### src/rtl/mov_unit_pkg.sv
// mov_unit_pkg: shared constants for the move/extend unit.
// Mode encodings, FSM state encoding and latency limits.
package mov_unit_pkg;

  localparam int MODE_W  = 3;
  localparam int LAT_MAX = 4;
  localparam int CNT_W   = $clog2(LAT_MAX);

  localparam logic [MODE_W-1:0] MODE_MOV   = 3'd0;
  localparam logic [MODE_W-1:0] MODE_MOVZB = 3'd1;
  localparam logic [MODE_W-1:0] MODE_MOVSB = 3'd2;
  localparam logic [MODE_W-1:0] MODE_MOVZH = 3'd3;
  localparam logic [MODE_W-1:0] MODE_MOVSH = 3'd4;
  localparam logic [MODE_W-1:0] MODE_MOVHI = 3'd5;
  localparam logic [MODE_W-1:0] MODE_CMOV  = 3'd6;
  localparam logic [MODE_W-1:0] MODE_RSVD  = 3'd7;

  typedef enum logic [1:0] {
    ST_IDLE = 2'd0,
    ST_EXEC = 2'd1,
    ST_DONE = 2'd2
  } state_t;

endpackage

### src/rtl/mov_unit_if.sv
// mov_unit_if: request/response bundle between the control FSM (master)
// and the move unit (slave).
interface mov_unit_if
  import mov_unit_pkg::*;
#(parameter int WIDTH = 32);
  logic              start;
  logic [MODE_W-1:0] mode;
  logic [WIDTH-1:0]  src;
  logic [WIDTH-1:0]  dst_old;
  logic              cond;
  logic              busy;
  logic              done;
  logic [WIDTH-1:0]  result;
  logic              wr_en;
  logic              err;

  modport master (output start, mode, src, dst_old, cond,
                  input  busy, done, result, wr_en, err);
  modport slave  (input  start, mode, src, dst_old, cond,
                  output busy, done, result, wr_en, err);
endinterface

### src/rtl/mov_unit_ext.sv
// mov_unit_ext: combinational mode decode and extend/select datapath.
// MOV_UNIT_CMOV_EN enables mode 6 (conditional move); otherwise mode 6
// is treated as reserved and the dst_old/cond inputs do not exist here.
module mov_unit_ext
  import mov_unit_pkg::*;
#(parameter int WIDTH = 32)
(
  input  logic [MODE_W-1:0] mode,
  input  logic [WIDTH-1:0]  src,
`ifdef MOV_UNIT_CMOV_EN
  input  logic [WIDTH-1:0]  dst_old,
  input  logic              cond,
`endif
  output logic [WIDTH-1:0]  res,
  output logic              wr_en,
  output logic              err
);
  localparam int H = WIDTH / 2;

  // Select the next result; an illegal mode raises err and drops wr_en.
  always_comb begin
    res   = '0;
    wr_en = 1'b1;
    err   = 1'b0;
    case (mode)
      MODE_MOV:   res = src;
      MODE_MOVZB: res[7:0] = src[7:0];
      MODE_MOVSB: begin
        res      = {WIDTH{src[7]}};
        res[7:0] = src[7:0];
      end
      MODE_MOVZH: res[15:0] = src[15:0];
      MODE_MOVSH: begin
        res       = {WIDTH{src[15]}};
        res[15:0] = src[15:0];
      end
      MODE_MOVHI: res[WIDTH-1:H] = src[H-1:0];
`ifdef MOV_UNIT_CMOV_EN
      MODE_CMOV: begin
        res   = cond ? src : dst_old;
        wr_en = cond;
      end
`endif
      default: begin
        wr_en = 1'b0;
        err   = 1'b1;
      end
    endcase
  end
endmodule

### src/rtl/mov_unit.sv
// mov_unit: multicycle move/extend unit (IDLE -> EXEC x LATENCY -> DONE).
// Optional conditional move guarded by MOV_UNIT_CMOV_EN.
module mov_unit
  import mov_unit_pkg::*;
#(
  parameter int WIDTH   = 32,
  parameter int LATENCY = 1
)
(
  input  logic      clk,
  input  logic      rst,
  mov_unit_if.slave bus
);
  state_t            state_q, state_d;
  logic [CNT_W-1:0]  cnt_q;
  logic [MODE_W-1:0] mode_q;
  logic [WIDTH-1:0]  src_q;
`ifdef MOV_UNIT_CMOV_EN
  logic [WIDTH-1:0]  dst_q;
  logic              cond_q;
`endif
  logic [WIDTH-1:0]  res_q, ext_res;
  logic              wr_q, err_q, ext_wr, ext_err;
  logic              busy_c, done_c;
  logic              accept, fin;

  // A new request is taken in IDLE or DONE (back-to-back); EXEC ignores start.
  assign accept = bus.start && (state_q == ST_IDLE || state_q == ST_DONE);
  assign fin    = (state_q == ST_EXEC) && (cnt_q == '0);

  // State register.
  always_ff @(posedge clk or posedge rst) begin
    if (rst) state_q <= ST_IDLE;
    else     state_q <= state_d;
  end

  // Next-state and status outputs.
  always_comb begin
    state_d = state_q;
    busy_c  = 1'b0;
    done_c  = 1'b0;
    case (state_q)
      ST_IDLE: if (bus.start) state_d = ST_EXEC;
      ST_EXEC: begin
        busy_c = 1'b1;
        if (cnt_q == '0) state_d = ST_DONE;
      end
      ST_DONE: begin
        done_c  = 1'b1;
        state_d = bus.start ? ST_EXEC : ST_IDLE;
      end
      default: state_d = ST_IDLE;
    endcase
  end

  // Operand capture on accept so later input changes cannot disturb the op.
  always_ff @(posedge clk or posedge rst) begin
    if (rst) begin
      mode_q <= '0;
      src_q  <= '0;
`ifdef MOV_UNIT_CMOV_EN
      dst_q  <= '0;
      cond_q <= 1'b0;
`endif
    end else if (accept) begin
      mode_q <= bus.mode;
      src_q  <= bus.src;
`ifdef MOV_UNIT_CMOV_EN
      dst_q  <= bus.dst_old;
      cond_q <= bus.cond;
`endif
    end
  end

  // EXEC cycle counter: loaded with LATENCY-1, counts down to zero.
  always_ff @(posedge clk or posedge rst) begin
    if (rst)                                   cnt_q <= '0;
    else if (accept)                           cnt_q <= CNT_W'(LATENCY - 1);
    else if (state_q == ST_EXEC && cnt_q != '0) cnt_q <= cnt_q - 1'b1;
  end

  mov_unit_ext #(.WIDTH(WIDTH)) u_ext (
    .mode    (mode_q),
    .src     (src_q),
`ifdef MOV_UNIT_CMOV_EN
    .dst_old (dst_q),
    .cond    (cond_q),
`endif
    .res     (ext_res),
    .wr_en   (ext_wr),
    .err     (ext_err)
  );

  // Output registers: wr_en/err live for the DONE cycle only; result holds,
  // and an illegal mode leaves the previous result untouched.
  always_ff @(posedge clk or posedge rst) begin
    if (rst) begin
      res_q <= '0;
      wr_q  <= 1'b0;
      err_q <= 1'b0;
    end else begin
      wr_q  <= 1'b0;
      err_q <= 1'b0;
      if (fin) begin
        wr_q  <= ext_wr;
        err_q <= ext_err;
        if (!ext_err) res_q <= ext_res;
      end
    end
  end

  assign bus.busy   = busy_c;
  assign bus.done   = done_c;
  assign bus.result = res_q;
  assign bus.wr_en  = wr_q;
  assign bus.err    = err_q;
endmodule

### src/flat_wrapper.sv
// flat-port wrapper written by rule: the top's interface ports become plain ports
module mov_unit_flat import mov_unit_pkg::*;
#(
  parameter int WIDTH   = 32,
  parameter int LATENCY = 1
)
  (clk, rst, bus_start, bus_mode, bus_src, bus_dst_old, bus_cond, bus_busy, bus_done, bus_result, bus_wr_en, bus_err);
  mov_unit_if #(.WIDTH(WIDTH)) bus_i ();
  input  logic clk;
  input  logic rst;
  input wire logic [$bits(bus_i.start)-1:0] bus_start;
  input wire logic [$bits(bus_i.mode)-1:0] bus_mode;
  input wire logic [$bits(bus_i.src)-1:0] bus_src;
  input wire logic [$bits(bus_i.dst_old)-1:0] bus_dst_old;
  input wire logic [$bits(bus_i.cond)-1:0] bus_cond;
  output wire logic [$bits(bus_i.busy)-1:0] bus_busy;
  output wire logic [$bits(bus_i.done)-1:0] bus_done;
  output wire logic [$bits(bus_i.result)-1:0] bus_result;
  output wire logic [$bits(bus_i.wr_en)-1:0] bus_wr_en;
  output wire logic [$bits(bus_i.err)-1:0] bus_err;
  assign bus_i.start = bus_start;
  assign bus_i.mode = bus_mode;
  assign bus_i.src = bus_src;
  assign bus_i.dst_old = bus_dst_old;
  assign bus_i.cond = bus_cond;
  assign bus_busy = bus_i.busy;
  assign bus_done = bus_i.done;
  assign bus_result = bus_i.result;
  assign bus_wr_en = bus_i.wr_en;
  assign bus_err = bus_i.err;
  mov_unit #(.WIDTH(WIDTH), .LATENCY(LATENCY)) u_core (.clk(clk), .rst(rst), .bus(bus_i));
endmodule
### config.mk
export PLATFORM = sky130hd
export DESIGN_NAME = mov_unit_flat
export DESIGN_NICKNAME = d
export VERILOG_FILES = /design/src/rtl/mov_unit_pkg.sv /design/src/rtl/mov_unit_if.sv /design/src/rtl/mov_unit_ext.sv /design/src/rtl/mov_unit.sv /design/src/flat_wrapper.sv
export SDC_FILE = /design/constraint.sdc
export NUM_CORES = 1
export LEC_CHECK = 0
export BUFFER_PORTS_ARGS = -buffer_cell sky130_fd_sc_hd__buf_2
export CORE_ASPECT_RATIO = 0.75
export CORE_MARGIN = 5
export CORE_UTILIZATION = 54
export CTS_CLUSTER_SIZE = 12
export DETAILED_ROUTE_END_ITERATION = 8
export GPL_TIMING_DRIVEN = 1
export HOLD_SLACK_MARGIN = 0.02
export PLACE_DENSITY = 0.95
export REMOVE_ABC_BUFFERS = 1
export SETUP_SLACK_MARGIN = 0.15
export SLEW_MARGIN = 20
export SYNTH_ARGS = -nofsm -noshare
export SYNTH_HDL_FRONTEND = slang
export SYNTH_SLANG_ARGS = --single-unit
### constraint.sdc
create_clock -name clk -period 5.5 [get_ports clk]
set_input_delay 0 -clock clk [delete_from_list [all_inputs] [get_ports clk]]
set_output_delay 0 -clock clk [all_outputs]
set_load 0.02 [all_outputs]
## After elaboration in Yosys (flattened, before gate mapping)

Cells that the tools add are included.
Widths: inputs -> output; s select.

| word-level totals | value |
|---|---|
| flip-flop bits (word level) | 73 |
| output and inout bits | 36 |
| logic and storage cells | 46 |

| operators by class | value |
|---|---|
| add/subtract/negate cells | 1 |
| equal/unequal tests | 9 |
| muxes and demuxes | 15 |
| reduce and logical (&&, ||, !) cells | 14 |

Operators by type and width:

| kind | number |
|---|---|
| $pmux 16 s4 | 1 |
| $pmux 8 s2 | 1 |
| $mux 2 | 4 |
| $mux 8 | 1 |
| $mux 1 | 7 |
| $eq 3x2->1 const B | 2 |
| $eq 3x3->1 const B | 2 |
| $pmux 2 s3 | 1 |
| $reduce_or 6->1 | 1 |
| $reduce_or 5->1 | 1 |
| $logic_not 2->1 | 2 |
| $reduce_and 2->1 | 2 |
| $reduce_bool 2->1 | 2 |
| $eq 3x1->1 const B | 1 |
| $logic_and 1x1->1 | 3 |
| $logic_not 3->1 | 1 |
| $reduce_or 3->1 | 1 |
| $eq 2x1->1 const B | 1 |
| $eq 2x2->1 const B | 1 |
| $ne 2x1->1 const B | 1 |
| $ne 2x2->1 const B | 1 |
| $sub 2x1->2 const B | 1 |
| $logic_or 1x1->1 | 1 |

## Logic depth before layout (Yosys ltp)

| logic depth | value |
|---|---|
| depth in word-level cells | 4 |
| gate-level depth with buffers | 8 |

## By module

From an unflattened synthesis, not the netlist that was laid out.

| second synthesis, totals | value |
|---|---|
| cell total of the unflattened synthesis | 327 |
| area, all modules | 3,484.6 um^2 |

Modules (own cells, without submodules):

| module | times used | cells each | area each (um^2) |
|---|---|---|---|
| mov_unit | 1 | 242 | 2,934.1 |
| mov_unit_ext | 1 | 85 | 550.5 |

## Worst setup path before layout

No wires, ideal clock.

| timing path | value |
|---|---|
| kind | flip-flop to flip-flop |
| start | register u_core.state_q[0] |
| end | register u_core.mode_q[0] |
| setup time | 125 ps |
| arrival | 1,274 ps |
| slack | 4,101 ps |
| cell stages (with the launch flop) | 5 |
| cell sequence | dfrtp_1 > nor2b_1 > buf_2 > buf_2 > mux2_2 |

| between the ends | value |
|---|---|
| longest elaborated chain between the ends | 3 |
| elaborated cells between the ends (all ways) | 4 |
| those cells by class | eq/ne (1); reduce/logical (3) |

RTL lines:

| item | RTL line | text |
|---|---|---|
| start: declaration | mov_unit.sv:14 | `state_t state_q, state_d;` |
| start signal: assignment | mov_unit.sv:34 | `else state_q <= state_d;` |
| $eq 2x2->1 / $logic_not 2->1 (equally long branches) | mov_unit.sv:28 | `assign accept = bus.start && (state_q == ST_IDLE \|\| state_q == ST_DONE);` |
| $logic_or 1x1->1 * | mov_unit.sv:28 |  |
| $logic_and 1x1->1 * | mov_unit.sv:28 |  |
| end signal: assignment | mov_unit.sv:66 | `mode_q <= bus.mode;` |
| end: declaration | mov_unit.sv:16 | `logic [MODE_W-1:0] mode_q;` |

Every way passes the cells marked *; elsewhere a longest branch is shown, timed or not.
A chain may end at the register's enable or synchronous reset.

## Final worst setup path

| timing path | value |
|---|---|
| start | register u_core.mode_q[1] |
| end | register u_core.res_q[29] (netlist: u_core.bus.result[29]) |

| between the ends | value |
|---|---|
| longest elaborated chain between the ends | 3 |
| elaborated cells between the ends (all ways) | 9 |
| those cells by class | eq/ne (5); mux (1); reduce/logical (3) |

RTL lines:

| item | RTL line | text |
|---|---|---|
| $eq 3x3->1, or another cell as far along | mov_unit_ext.sv:25 | `case (mode)` |
| $reduce_or 6->1 (no line) | -- |  |
| $reduce_and 2->1 (no line) | -- |  |
| end signal: assignment | mov_unit.sv:107 | `if (!ext_err) res_q <= ext_res;` |
| end: declaration | mov_unit.sv:22 | `logic [WIDTH-1:0] res_q, ext_res;` |

Several ways; a longest one is shown, not always the timed one.

==> out/qor.txt <==
critical path arrival = 2.58 ns
root buf cell = clkbuf_8
Synth cell types = 35
largest family of logic cells by synthesized area = compound AO/OA/AOI/OAI gates
# setup viols final = 0
post-route clock skew = 0.00863 ns
clk buf depth = 2
total track usage = 20.7%
Power per Cell Area = 525 mW/mm^2
Worst setup EP type = register
predominant post-synthesis flop cell = dfrtp_1
period utilization = 43.0%
# rows = 24
Core ar. = 0.00586 sq mm
compound-cell area share of the yosys netlist = 14.0%
CP max-delay cell = dfrtp_1
Yosys reg bits = 73
detailed-route via count = 2478
asr flop ratio synth = 100%
Diodes inserted = 0
antenna-violating nets left = 0
status = finished, final reports clean
layout cells sized above 1 = 38.6%
Max transition margin = 36.4%
first-pass GRT wire length = 12400 um
Slew Viols, Final = 0
number of port buffers = 73
Synth Area in Simple Gates = 12.7%
fin util = 72.2%
LEAKAGE = 0.00194 uW
initial antenna violation count = 0
CTS H-tree lvls = 3
DIE WIDTH = 100 um
Crit Path Class = reg -> reg
Post-Syn Instances = 274
top-area cell type share of the netlist area = 55.5%
Netlist Area Pre-Place = 0.00329 sq mm
setup TNS = 0 ns
largest net degree at the start of global routing = 74
Sink Count = 73
starting density of the core = 56.2%
Synth Area in Adders = 0.380%
max incr delay on CP = 0.71 ns
Fmax = 0.423 GHz
most common library cells after synthesis = 73 x dfrtp_1, 35 x mux2_2, 27 x nand2_1, 17 x o21ai_1, 16 x a21oi_1
CP startpoint kind = register
Peak VDD IR = 0.314 mV
peak fanout along the critical path = 42
DRT iter0 DRCs = 106
post-synthesis mux area share = 12.3%
RSZ-0062 raised after global routing = no
Final nets = 448
routed len/inst = 16.8 um
Clock Pin Slew Worst Setup and Hold Paths = 0.08 ns
register area share after synthesis = 55.5%
Skew-Pair Late Insertion Delay = 0.35 ns
endpoints failing hold = 0
die height = 77.6 um
io pins = 107
top post-synthesis cells by area = dfrtp_1 55%, mux2_2 12%, a311oi_1 4.0%
EDFF count, synth = 0
WP data required = 5.71 ns
synthesized area per cell = 12.0 sq um
# Max-Cap Violations = 0
Die ar. = 0.00777 sq mm
CP cell instances = nand2_1 > nand2_2 > a21o_1 > o21ai_0
final setup margin = 3.13 ns
routability cong. = 0.742
Worst-Margin Slew = 0.954 ns
cell taking the most area after synthesis = dfrtp_1
Post-route DRC = 0
vias per cell = 5.40
first drt pass iteration count = 4
worst min path class = in -> reg
min Tclk post-route = 2.37 ns
yosys warns = 0
final WL = 7710 um
CTS tree = yes
count leader, synth = dfrtp_1
Area growth syn-to-layout = 28.4%
Final Total Pwr = 2220 uW
Synth Area in XOR/XNOR = 0.266%
vias in the first global route = 2421
pre-CTS setup slack = 3.16 ns
HPWL after detailed placement = 4710 um
Remaining Overflow, GRT = 0
TritonCTS buffer count = 9
-- final cells by class --
type	instances	area [sq um]
clock buffer	10	138
clock inverter	6	57.6
fill	426	1630
inverter	6	22.5
multi-input combinational	174	1320
sequential	73	1830
tap	78	97.6
timing repair buffer	112	768
-- routing by layer --
| layer | global-route usage (%) | wire [um] |
|---|---|---|
| met4 | 4.44 | 72 |
| met5 | 0 | 0 |
| met1 | 27.9 | 3310 |
| met3 | 7.71 | 617 |
| met2 | 32.4 | 3710 |
-- through the flow --
stage / cells / hold WS [ns] / cell area [sq um]
after floorplan: 253 / 0.117 / 3150
after global placement: 406 / 0.216 / 3640
after detailed placement: 406 / 0.224 / 3640
after CTS: 458 / 0.238 / 4200
after global routing: 459 / 0.157 / 4230
final: 459 / 0.150 / 4230
-- worst max-delay path, delay by kind of cell, from the launching register on --
kind,cells,cell delay (ns)
AND/OR/NAND/NOR,2,0.77
AO/OA/AOI/OAI,2,0.74
flip-flops,1,0.71
-- power by group --
part	leakage (uW)	internal, uW	switching, uW
clock	0.000102	218	194
combinational	0.000927	378	529
sequential	0.000908	743	155
total	0.00194	1340	878
-- flip-flops by register name, indices dropped and copies added, names as in the netlist --
name and count:
u_core.bus.result 32, u_core.state_q 2, u_core.src_q 32, u_core.bus.wr_en 1
u_core.bus.err 1, u_core.cnt_q 2, u_core.mode_q 3
-- final timing paths --
path	start	end	slack [ns]	cells past startpoint
worst max-delay path	u_core.mode_q[1]	u_core.bus.result[29]	3.13	4
worst min register to register	u_core.bus.result[31]	u_core.bus.result[31]	0.48	2
min in group asynchronous	rst	u_core.src_q[22]	0.46	4
worst max register to register	u_core.mode_q[1]	u_core.bus.result[29]	3.13	4
worst min-delay path	bus_start	u_core.cnt_q[0]	0.15	3
max in group asynchronous	rst	u_core.src_q[31]	4.44	4
-- cells in the final DEF, fill, tap and decap left out, drive strengths merged, types with 2 or more instances in the layout --
| master | count |
|---|---|
| clkinv | 4 |
| nand2 | 29 |
| a22o | 8 |
| nor2 | 5 |
| or2 | 2 |
| a311oi | 15 |
| mux2 | 35 |
| nor2b | 4 |
| inv | 6 |
| o21ai | 25 |
| nor3b | 14 |
| nand2b | 8 |
| buf | 76 |
| nand3b | 2 |
| dfrtp | 73 |
| clkbuf | 10 |
| dlygate4sd3 | 36 |
| a21oi | 18 |
-- repair_timing --
item / in CTS / in global routing
setup buffers: 0 / 0
setup endpoints to repair: 0 / 0
resized for setup: 0 / 0
hold endpoints to repair: 108 / 0
hold buffers: 36 / 0
-- kinds of logic after synthesis --
family,count (synthesis)
buffers and inverters,27
DFF,73
muxes,36
xor gates and xnor gates,1
and+or+nand+nor,67
AOI/OAI and AO/OA,69
adders and majority gates,1
Note: power is estimated with default switching activity, not from simulation.
